**src/rtl/acc_cpu_mc_if.sv**
```systemverilog
// Instruction and data memory handshake bundle for acc_cpu_mc.
// The master side is the CPU core and the slave side is the memory system.
interface acc_cpu_mc_if #(
  parameter int unsigned DW = 8,
  parameter int unsigned AW = 5
);
  logic          imem_req;
  logic [AW-1:0] imem_addr;
  logic [AW+2:0] imem_data;
  logic          imem_ack;

  logic          dmem_req;
  logic          dmem_we;
  logic [AW-1:0] dmem_addr;
  logic [DW-1:0] dmem_wdata;
  logic [DW-1:0] dmem_rdata;
  logic          dmem_ack;

  modport master (
    output imem_req, imem_addr,
    input  imem_data, imem_ack,
    output dmem_req, dmem_we, dmem_addr, dmem_wdata,
    input  dmem_rdata, dmem_ack
  );

  modport slave (
    input  imem_req, imem_addr,
    output imem_data, imem_ack,
    input  dmem_req, dmem_we, dmem_addr, dmem_wdata,
    output dmem_rdata, dmem_ack
  );
endinterface

```
**src/rtl/acc_cpu_mc.sv**
```systemverilog
// Multicycle accumulator CPU: FSM-sequenced fetch/execute/memory with req/ack memories.
// Memory requests are decoded purely from state so reset drops them asynchronously.
module acc_cpu_mc #(
  parameter int unsigned DW = 8,
  parameter int unsigned AW = 5
) (
  input  logic          clk_i,
  input  logic          rst_ni,
  acc_cpu_mc_if.master  bus,
  output logic [DW-1:0] acc_o,
  output logic [1:0]    flags_o,
  output logic [AW-1:0] pc_o,
  output logic [AW+2:0] ir_o,
  output logic          retire_o,
  output logic          halted_o
);
  localparam int unsigned IW = AW + 3;
  localparam int unsigned MW = (AW > DW) ? AW : DW;

  typedef enum logic [2:0] {
    StBoot, StFetch, StExec, StMemRd, StMemWr, StHalt
  } state_e;

  typedef enum logic [2:0] {
    OpLda = 3'd0, OpSta = 3'd1, OpAdd = 3'd2, OpSub = 3'd3,
    OpLdi = 3'd4, OpJmp = 3'd5, OpJz  = 3'd6, OpHlt = 3'd7
  } op_e;

  state_e        state_q, state_d;
  logic [AW-1:0] pc_q, pc_d;
  logic [DW-1:0] acc_q, acc_d;
  logic          c_q, c_d;
  logic          z_q, z_d;
  logic [IW-1:0] ir_q, ir_d;
  logic          retire_q, retire_d;

  op_e           op;
  logic [AW-1:0] operand;
  logic [MW-1:0] imm_wide;
  logic [DW-1:0] imm;
  logic [DW:0]   sum;
  logic [DW:0]   diff;

  assign op       = op_e'(ir_q[IW-1:AW]);
  assign operand  = ir_q[AW-1:0];
  // Zero-extend or truncate the operand to the accumulator width.
  assign imm_wide = MW'(operand);
  assign imm      = imm_wide[DW-1:0];
  assign sum      = {1'b0, acc_q} + {1'b0, bus.dmem_rdata};
  // Top bit of the widened difference is the unsigned borrow.
  assign diff     = {1'b0, acc_q} - {1'b0, bus.dmem_rdata};

  always_comb begin
    state_d  = state_q;
    pc_d     = pc_q;
    acc_d    = acc_q;
    c_d      = c_q;
    z_d      = z_q;
    ir_d     = ir_q;
    retire_d = 1'b0;

    unique case (state_q)
      StBoot: state_d = StFetch;

      StFetch: begin
        if (bus.imem_ack) begin
          ir_d    = bus.imem_data;
          pc_d    = pc_q + 1'b1;
          state_d = StExec;
        end
      end

      StExec: begin
        unique case (op)
          OpLdi: begin
            acc_d    = imm;
            z_d      = (imm == '0);
            c_d      = 1'b0;
            retire_d = 1'b1;
            state_d  = StFetch;
          end
          OpJmp: begin
            pc_d     = operand;
            retire_d = 1'b1;
            state_d  = StFetch;
          end
          OpJz: begin
            if (z_q) pc_d = operand;
            retire_d = 1'b1;
            state_d  = StFetch;
          end
          OpLda, OpAdd, OpSub: state_d = StMemRd;
          OpSta:               state_d = StMemWr;
          OpHlt:               state_d = StHalt;
        endcase
      end

      StMemRd: begin
        if (bus.dmem_ack) begin
          case (op)
            OpAdd: begin
              acc_d = sum[DW-1:0];
              c_d   = sum[DW];
            end
            OpSub: begin
              acc_d = diff[DW-1:0];
              c_d   = diff[DW];
            end
            default: begin
              acc_d = bus.dmem_rdata;
              c_d   = 1'b0;
            end
          endcase
          z_d      = (acc_d == '0);
          retire_d = 1'b1;
          state_d  = StFetch;
        end
      end

      StMemWr: begin
        if (bus.dmem_ack) begin
          retire_d = 1'b1;
          state_d  = StFetch;
        end
      end

      StHalt: state_d = StHalt;

      default: state_d = StBoot;
    endcase
  end

  always_ff @(posedge clk_i or negedge rst_ni) begin
    if (!rst_ni) begin
      state_q  <= StBoot;
      pc_q     <= '0;
      acc_q    <= '0;
      c_q      <= 1'b0;
      z_q      <= 1'b0;
      ir_q     <= '0;
      retire_q <= 1'b0;
    end else begin
      state_q  <= state_d;
      pc_q     <= pc_d;
      acc_q    <= acc_d;
      c_q      <= c_d;
      z_q      <= z_d;
      ir_q     <= ir_d;
      retire_q <= retire_d;
    end
  end

  assign bus.imem_req   = (state_q == StFetch);
  assign bus.imem_addr  = pc_q;
  assign bus.dmem_req   = (state_q == StMemRd) || (state_q == StMemWr);
  assign bus.dmem_we    = (state_q == StMemWr);
  assign bus.dmem_addr  = operand;
  assign bus.dmem_wdata = acc_q;

  assign acc_o    = acc_q;
  assign flags_o  = {c_q, z_q};
  assign pc_o     = pc_q;
  assign ir_o     = ir_q;
  assign retire_o = retire_q;
  assign halted_o = (state_q == StHalt);
endmodule

```
**src/flat_wrapper.sv**
```systemverilog
// flat-port wrapper written by rule: the top's interface ports become plain ports
module acc_cpu_mc_flat 
#(
  parameter int unsigned DW = 8,
  parameter int unsigned AW = 5
)
  (clk_i, rst_ni, acc_o, flags_o, pc_o, ir_o, retire_o, halted_o, bus_imem_req, bus_imem_addr, bus_imem_data, bus_imem_ack, bus_dmem_req, bus_dmem_we, bus_dmem_addr, bus_dmem_wdata, bus_dmem_rdata, bus_dmem_ack);
  acc_cpu_mc_if #(.DW(DW), .AW(AW)) bus_i ();
  input  logic clk_i;
  input  logic rst_ni;
  output logic [DW-1:0] acc_o;
  output logic [1:0] flags_o;
  output logic [AW-1:0] pc_o;
  output logic [AW+2:0] ir_o;
  output logic retire_o;
  output logic halted_o;
  output wire logic [$bits(bus_i.imem_req)-1:0] bus_imem_req;
  output wire logic [$bits(bus_i.imem_addr)-1:0] bus_imem_addr;
  input wire logic [$bits(bus_i.imem_data)-1:0] bus_imem_data;
  input wire logic [$bits(bus_i.imem_ack)-1:0] bus_imem_ack;
  output wire logic [$bits(bus_i.dmem_req)-1:0] bus_dmem_req;
  output wire logic [$bits(bus_i.dmem_we)-1:0] bus_dmem_we;
  output wire logic [$bits(bus_i.dmem_addr)-1:0] bus_dmem_addr;
  output wire logic [$bits(bus_i.dmem_wdata)-1:0] bus_dmem_wdata;
  input wire logic [$bits(bus_i.dmem_rdata)-1:0] bus_dmem_rdata;
  input wire logic [$bits(bus_i.dmem_ack)-1:0] bus_dmem_ack;
  assign bus_imem_req = bus_i.imem_req;
  assign bus_imem_addr = bus_i.imem_addr;
  assign bus_i.imem_data = bus_imem_data;
  assign bus_i.imem_ack = bus_imem_ack;
  assign bus_dmem_req = bus_i.dmem_req;
  assign bus_dmem_we = bus_i.dmem_we;
  assign bus_dmem_addr = bus_i.dmem_addr;
  assign bus_dmem_wdata = bus_i.dmem_wdata;
  assign bus_i.dmem_rdata = bus_dmem_rdata;
  assign bus_i.dmem_ack = bus_dmem_ack;
  acc_cpu_mc #(.DW(DW), .AW(AW)) u_core (.clk_i(clk_i), .rst_ni(rst_ni), .bus(bus_i), .acc_o(acc_o), .flags_o(flags_o), .pc_o(pc_o), .ir_o(ir_o), .retire_o(retire_o), .halted_o(halted_o));
endmodule
```
**config.mk**
```make
export PLATFORM = sky130hd
export DESIGN_NAME = acc_cpu_mc_flat
export DESIGN_NICKNAME = d
export VERILOG_FILES = /design/src/rtl/acc_cpu_mc_if.sv /design/src/rtl/acc_cpu_mc.sv /design/src/flat_wrapper.sv
export SDC_FILE = /design/constraint.sdc
export NUM_CORES = 1
export LEC_CHECK = 0
export ABC_AREA = 1
export CAP_MARGIN = 25
export CORE_ASPECT_RATIO = 0.8
export CORE_MARGIN = 4
export CORE_UTILIZATION = 45
export DETAILED_ROUTE_END_ITERATION = 8
export GPL_ROUTABILITY_DRIVEN = 0
export GPL_TIMING_DRIVEN = 0
export MAX_ROUTING_LAYER = met4
export PLACE_DENSITY = 0.76
export SYNTH_ARGS = -nofsm -noshare
export SYNTH_HDL_FRONTEND = slang
export SYNTH_SLANG_ARGS = --single-unit
```
**constraint.sdc**
```tcl
create_clock -name clk_i -period 4.05 [get_ports clk_i]
set_clock_uncertainty 0.2 [all_clocks]
set_input_delay 0.81 -clock clk_i [delete_from_list [all_inputs] [get_ports clk_i]]
set_output_delay 0.81 -clock clk_i [all_outputs]
set_load 0.01 [all_outputs]
```
; ---- Word level (Yosys, flattened, before mapping)
; Index checks and enable logic that the tools add are counted.
[word_totals]
ff_bits = 27
latchBits = 0
ramBits = 0
romBits = 0
output_inout_bits = 46
memories = 0
[classes]
addsub = 3
mul = 0
div = 0
n_lt_le_gt_ge = 0
eq_ne = 18
n_shift = 0
n_mux = 24
bitwise_logic = 0
reduce_logical = 14
[op_table]
columns = cell, n
row1 = 8-bit 2-to-1 mux, 4
row2 = 8-bit case mux with 2 select lines, 2
row3 = 5-bit case mux with 2 select lines, 2
row4 = 3-bit == test (second input constant), 6
row5 = 8-bit logical NOT, 2
row6 = 3-bit case mux with 5 select lines, 1
row7 = 3-bit by 2-bit == test with 1-bit output (second input constant), 4
row8 = 3-bit case mux with 4 select lines, 1
row9 = 5-bit 2-to-1 mux, 2
row10 = 8-bit by 8-bit adder with 9-bit output, 1
row11 = 8-bit by 8-bit subtractor with 9-bit output, 1
row12 = 1-bit case mux with 2 select lines, 4
row13 = 3-bit by 1-bit == test with 1-bit output (second input constant), 2
row14 = 3-bit logical NOT, 2
row15 = 1-bit 2-to-1 mux, 6
row16 = 3-bit 2-to-1 mux, 2
row17 = 3-bit by 2-bit != test with 1-bit output (second input constant), 2
row18 = 3-bit OR reduction, 2
row19 = 5-bit by 1-bit adder with 5-bit output (second input constant), 1
row20 = 2-bit by 1-bit != test with 1-bit output (second input constant), 2
row21 = 2-bit != test (second input constant), 2
row22 = 2-bit AND reduction, 2
row23 = 4-bit AND reduction, 1
row24 = 2-bit nonzero test, 2
row25 = other kinds (3), 3

; ---- Longest topological paths before layout
[depth]
word_depth = 7
mapped_depth = 14
mapped_depth_nobuf = 14

; ---- Worst setup path after synthesis
; OpenSTA, ideal clock, no wires.
[synth_timing]
path_type = input-to-reg
start = input bus_dmem_rdata[0]
end = register u_core.z_q
setup_time_ps = 77
arrival_time_ps = 2236
required_ps = 3773
slack_ps = 1537
path_stages = 10
n_path_buf = 0
path_cell_list = ha_1 > fa_1 > or2_2 > nand3_1 > nand3_1 > nor2_1 > nand3_1 > nor2_1 > nand3_1 > a21oi_1
[synth_between]
elab_chain_cells = 7
word_cells_on_any_way = 8
classes_between = add/sub: 2 / mux: 5 / reduce/logical: 1
[synth_lines]
columns = element, line
row1 = "start, declared", flat_wrapper.sv:25  ; input wire logic [$bits(bus_i.dmem_rdata)-1:0] bus_dmem_rdata;
row2 = 8-bit by 8-bit subtractor with 9-bit output / 8-bit by 8-bit adder with 9-bit output (equally long branches), "acc_cpu_mc.sv:51, acc_cpu_mc.sv:49"
row3 = 8-bit case mux with 2 select lines *, acc_cpu_mc.sv:100  ; case (op)
row4 = 8-bit 2-to-1 mux *, acc_cpu_mc.sv:99  ; if (bus.dmem_ack) begin
row5 = 8-bit 2-to-1 mux *, acc_cpu_mc.sv:62  ; unique case (state_q)
row6 = 8-bit logical NOT *, acc_cpu_mc.sv:114  ; z_d = (acc_d == '0);
row7 = 1-bit 2-to-1 mux *, acc_cpu_mc.sv:99
row8 = 1-bit case mux with 2 select lines *, acc_cpu_mc.sv:62
row9 = "end signal, assigned", acc_cpu_mc.sv:147  ; z_q <= z_d;
row10 = "end, declared", acc_cpu_mc.sv:33  ; logic z_q, z_d;
; Every way passes the cells marked *; elsewhere a longest branch is shown, timed or not. The select of a mux whose other input is x is not followed.
; A chain may end at the register's enable or synchronous reset.

; ---- Worst setup path after layout
; Ends and elaborated chain as after synthesis.

==> reports/metrics.yaml <==
synth_most_common_cell: "nand2_1"
antenna_found_initial: 0
cts_tree: "yes"
fin_cells: 462
cts_setup_buffers: 0
arrival_ns: 2.95
first_iter_violations: 135
clk_root_buffer_cell: "clkbuf_8"
holdPathStages: 2
timing.max_cap.violations: 0
vias_per_cell: 5.154
synth_top_area_cell: "dfrtp_1"
die_y_um: 73.17
antennaDiodeCount: 0
swShare_pct: 45.95
p_switching_mw: 1.149
nets: 441
syn-num-nets: 370
intPower_mw: 1.352
cts_buffers: 3
cp_data_required_time_ns: 4.05
power_frac_seq_pct: 24.1
portBuffers: 65
ctsResizeCount: 0
setup_viol: 0
p_clk_share_pct: 6.1
crit_fanout: 4
peakVddDrop_mv: 0.3932
syn_area_um2: 2389
die_area_um2: 6545
start_util_pct: 47.16
core_area_um2: 5065
routed_wirelength_um: 6089
syn2layout_area_growth_pct: 33.58
drive_gt1_share_pct: 13.50
num_vias: 2381
async_flop_share_pct: 100.0
outcome: "finished, final reports clean"
syn_avg_cell_area_um2: 7.238
htree_levels: 1
dp_hpwl_um: 4980
cts_hold_buf: 0
grt.overflow.total: 0
synth_cells: 330
hold_violations: 0
power_density_nw_per_um2: 784.1
timing.final.crit_share_pct: 72.81
drt-wirelength-per-cell_um: 13.18
final.setup.tns_ns: 0
ant_nets: 0
cts.path.max_buffers: 2
end_kind: "flop"
drt_first_pass_iters: 5
slew_viol_final: 0
slew_headroom_pct: 63.00
synth_commonest_cells: "nand2_1 (76), inv_1 (39), nand3_1 (32), nor2_1 (29), dfrtp_1 (27)"
crit_type: "in2reg"
finish.utilization_pct: 62.99
combPwrFrac_pct: 69.8
synth_flop_cell: "dfrtp_1"
clk_pin_slew_ns: 0.09
io-pin-count: 66
grt_max_degree: 21
rsz0062_at_grt: "no"
worstSetupStartpointType: "input port"
synth_top_area_share_pct: 28.29
setup_ws_ns: 1.101
hp-class: "reg2reg"
tightestPinTransition_ns: 0.5532
grt_util_all_layers_pct: 20.06
grt_pass1_wl_um: 10190
grt_pass1_vias: 2223
synth_edf_count: 0
drc: 0
cts.sinks: 27
ys_types: 36
yosys_warnings: 0
die_w_um: 89.46
fp-row-count: 23
fmax_ghz: 0.3391
place_ws_ns: 0.7982
synth-seq-cells: 27
final.min_clock_period_ns: 2.949
reg2reg_depth: 10
p_leak_nw: 1.572
dp_cells: 458
clk_latency_ns: 0.27
ys_seq_area_share_pct: 28.29
yosys-top-cells-area: "dfrtp_1 (28%), nand2_1 (12%), ha_1 (9.4%)"
per-layer routing:
metal	up-vias	GRT usage, %	wire [um]	part of all wire (%)
met5	-	-	0	0
met4	0	2.645	41	0.67
met1	1078	29.11	2943	48
met2	102	30.34	2677	44
li1	1193	-	-	-
met3	8	3.160	427	7.0
worst max-delay path: stages:
cell and delay (ns):
clkdlybuf4s50_1 0.48, ha_1 0.26, fa_1 0.39, or2_2 0.30, nand3_1 0.08, nand3_1 0.10
nor2_1 0.13, nand3_1 0.10, nor2_1 0.09, nand3_1 0.08, a21oi_1 0.13
logic make-up after synthesis:
| family | count (synthesis) | synth area share [%] |
|---|---|---|
| flip-flops | 27 | 28.29 |
| adder cells (fa/ha/maj) | 20 | 11.11 |
| AO/OA/AOI/OAI | 53 | 13.31 |
| XOR/XNOR | 3 | 1.100 |
| AND/OR/NAND/NOR | 154 | 29.07 |
| multiplexers | 5 | 2.514 |
| buffers and inverters | 68 | 14.61 |
cells in the final DEF, fill, tap and decap left out, types with 5 or more instances in the layout:
| cell type | synthesis | routed |
|---|---|---|
| inv_1 | 39 | 39 |
| o21ai_0 | 14 | 14 |
| nand2_1 | 76 | 76 |
| ha_1 | 18 | 18 |
| nand3_1 | 32 | 32 |
| inv_2 | 5 | 5 |
| clkdlybuf4s50_1 | 0 | 65 |
| dfrtp_1 | 27 | 27 |
| nor2_1 | 29 | 29 |
| a21oi_1 | 24 | 24 |
| buf_4 | 22 | 22 |
cell type report:
cell class,count,area (um^2)
well taps,62,77.57
fillers,480,1874
plain buffers,24,183.9
multi-input cells,235,1364
repair buffers,66,678.2
inverters,44,165.2
flip-flops and latches,27,675.6
clock buffers,3,41.29
clock inverters,1,5.005
through the flow:
step	cell area (um^2)	power [mW]	hold slack [ns]
after global routing	3191	2.738	0.3375
after CTS	3191	2.515	0.3032
after global placement	3117	2.308	0.2681
after floorplan	2389	1.653	0.2501
final	3191	2.502	0.2979
after detailed placement	3144	2.353	0.2790
sequential cells by signal, summed over array words and instances (netlist names):
name and flops:
u_core.bus.imem_addr 5, u_core.retire_o 1, u_core.acc_o 8, u_core.c_q 1, u_core.ir_o 8, u_core.state_q 3
u_core.z_q 1
power groups by stage:
stage | Combinational, mW | Clock (mW) | Sequential (mW)
final | 1.75 | 0.152 | 0.602
after global routing | 1.94 | 0.169 | 0.633
after CTS | 1.75 | 0.159 | 0.602
after detailed placement | 1.75 | 0 | 0.606
after global placement | 1.70 | 0 | 0.607
after floorplan | 1.05 | 0 | 0.604
path summary, 6_finish.rpt:
path	slack, ns	to	startpoint
setup / recovery	1.10	u_core.z_q	bus_dmem_rdata[0]
hold / removal	0.30	u_core.c_q	u_core.c_q
setup reg to reg	1.74	u_core.z_q	u_core.acc_o[0]
hold reg to reg	0.30	u_core.c_q	u_core.c_q
max in group asynchronous	2.54	u_core.ir_o[2]	rst_ni
min in group asynchronous	0.65	u_core.acc_o[5]	rst_ni
Power figures use the tool's default switching activity.
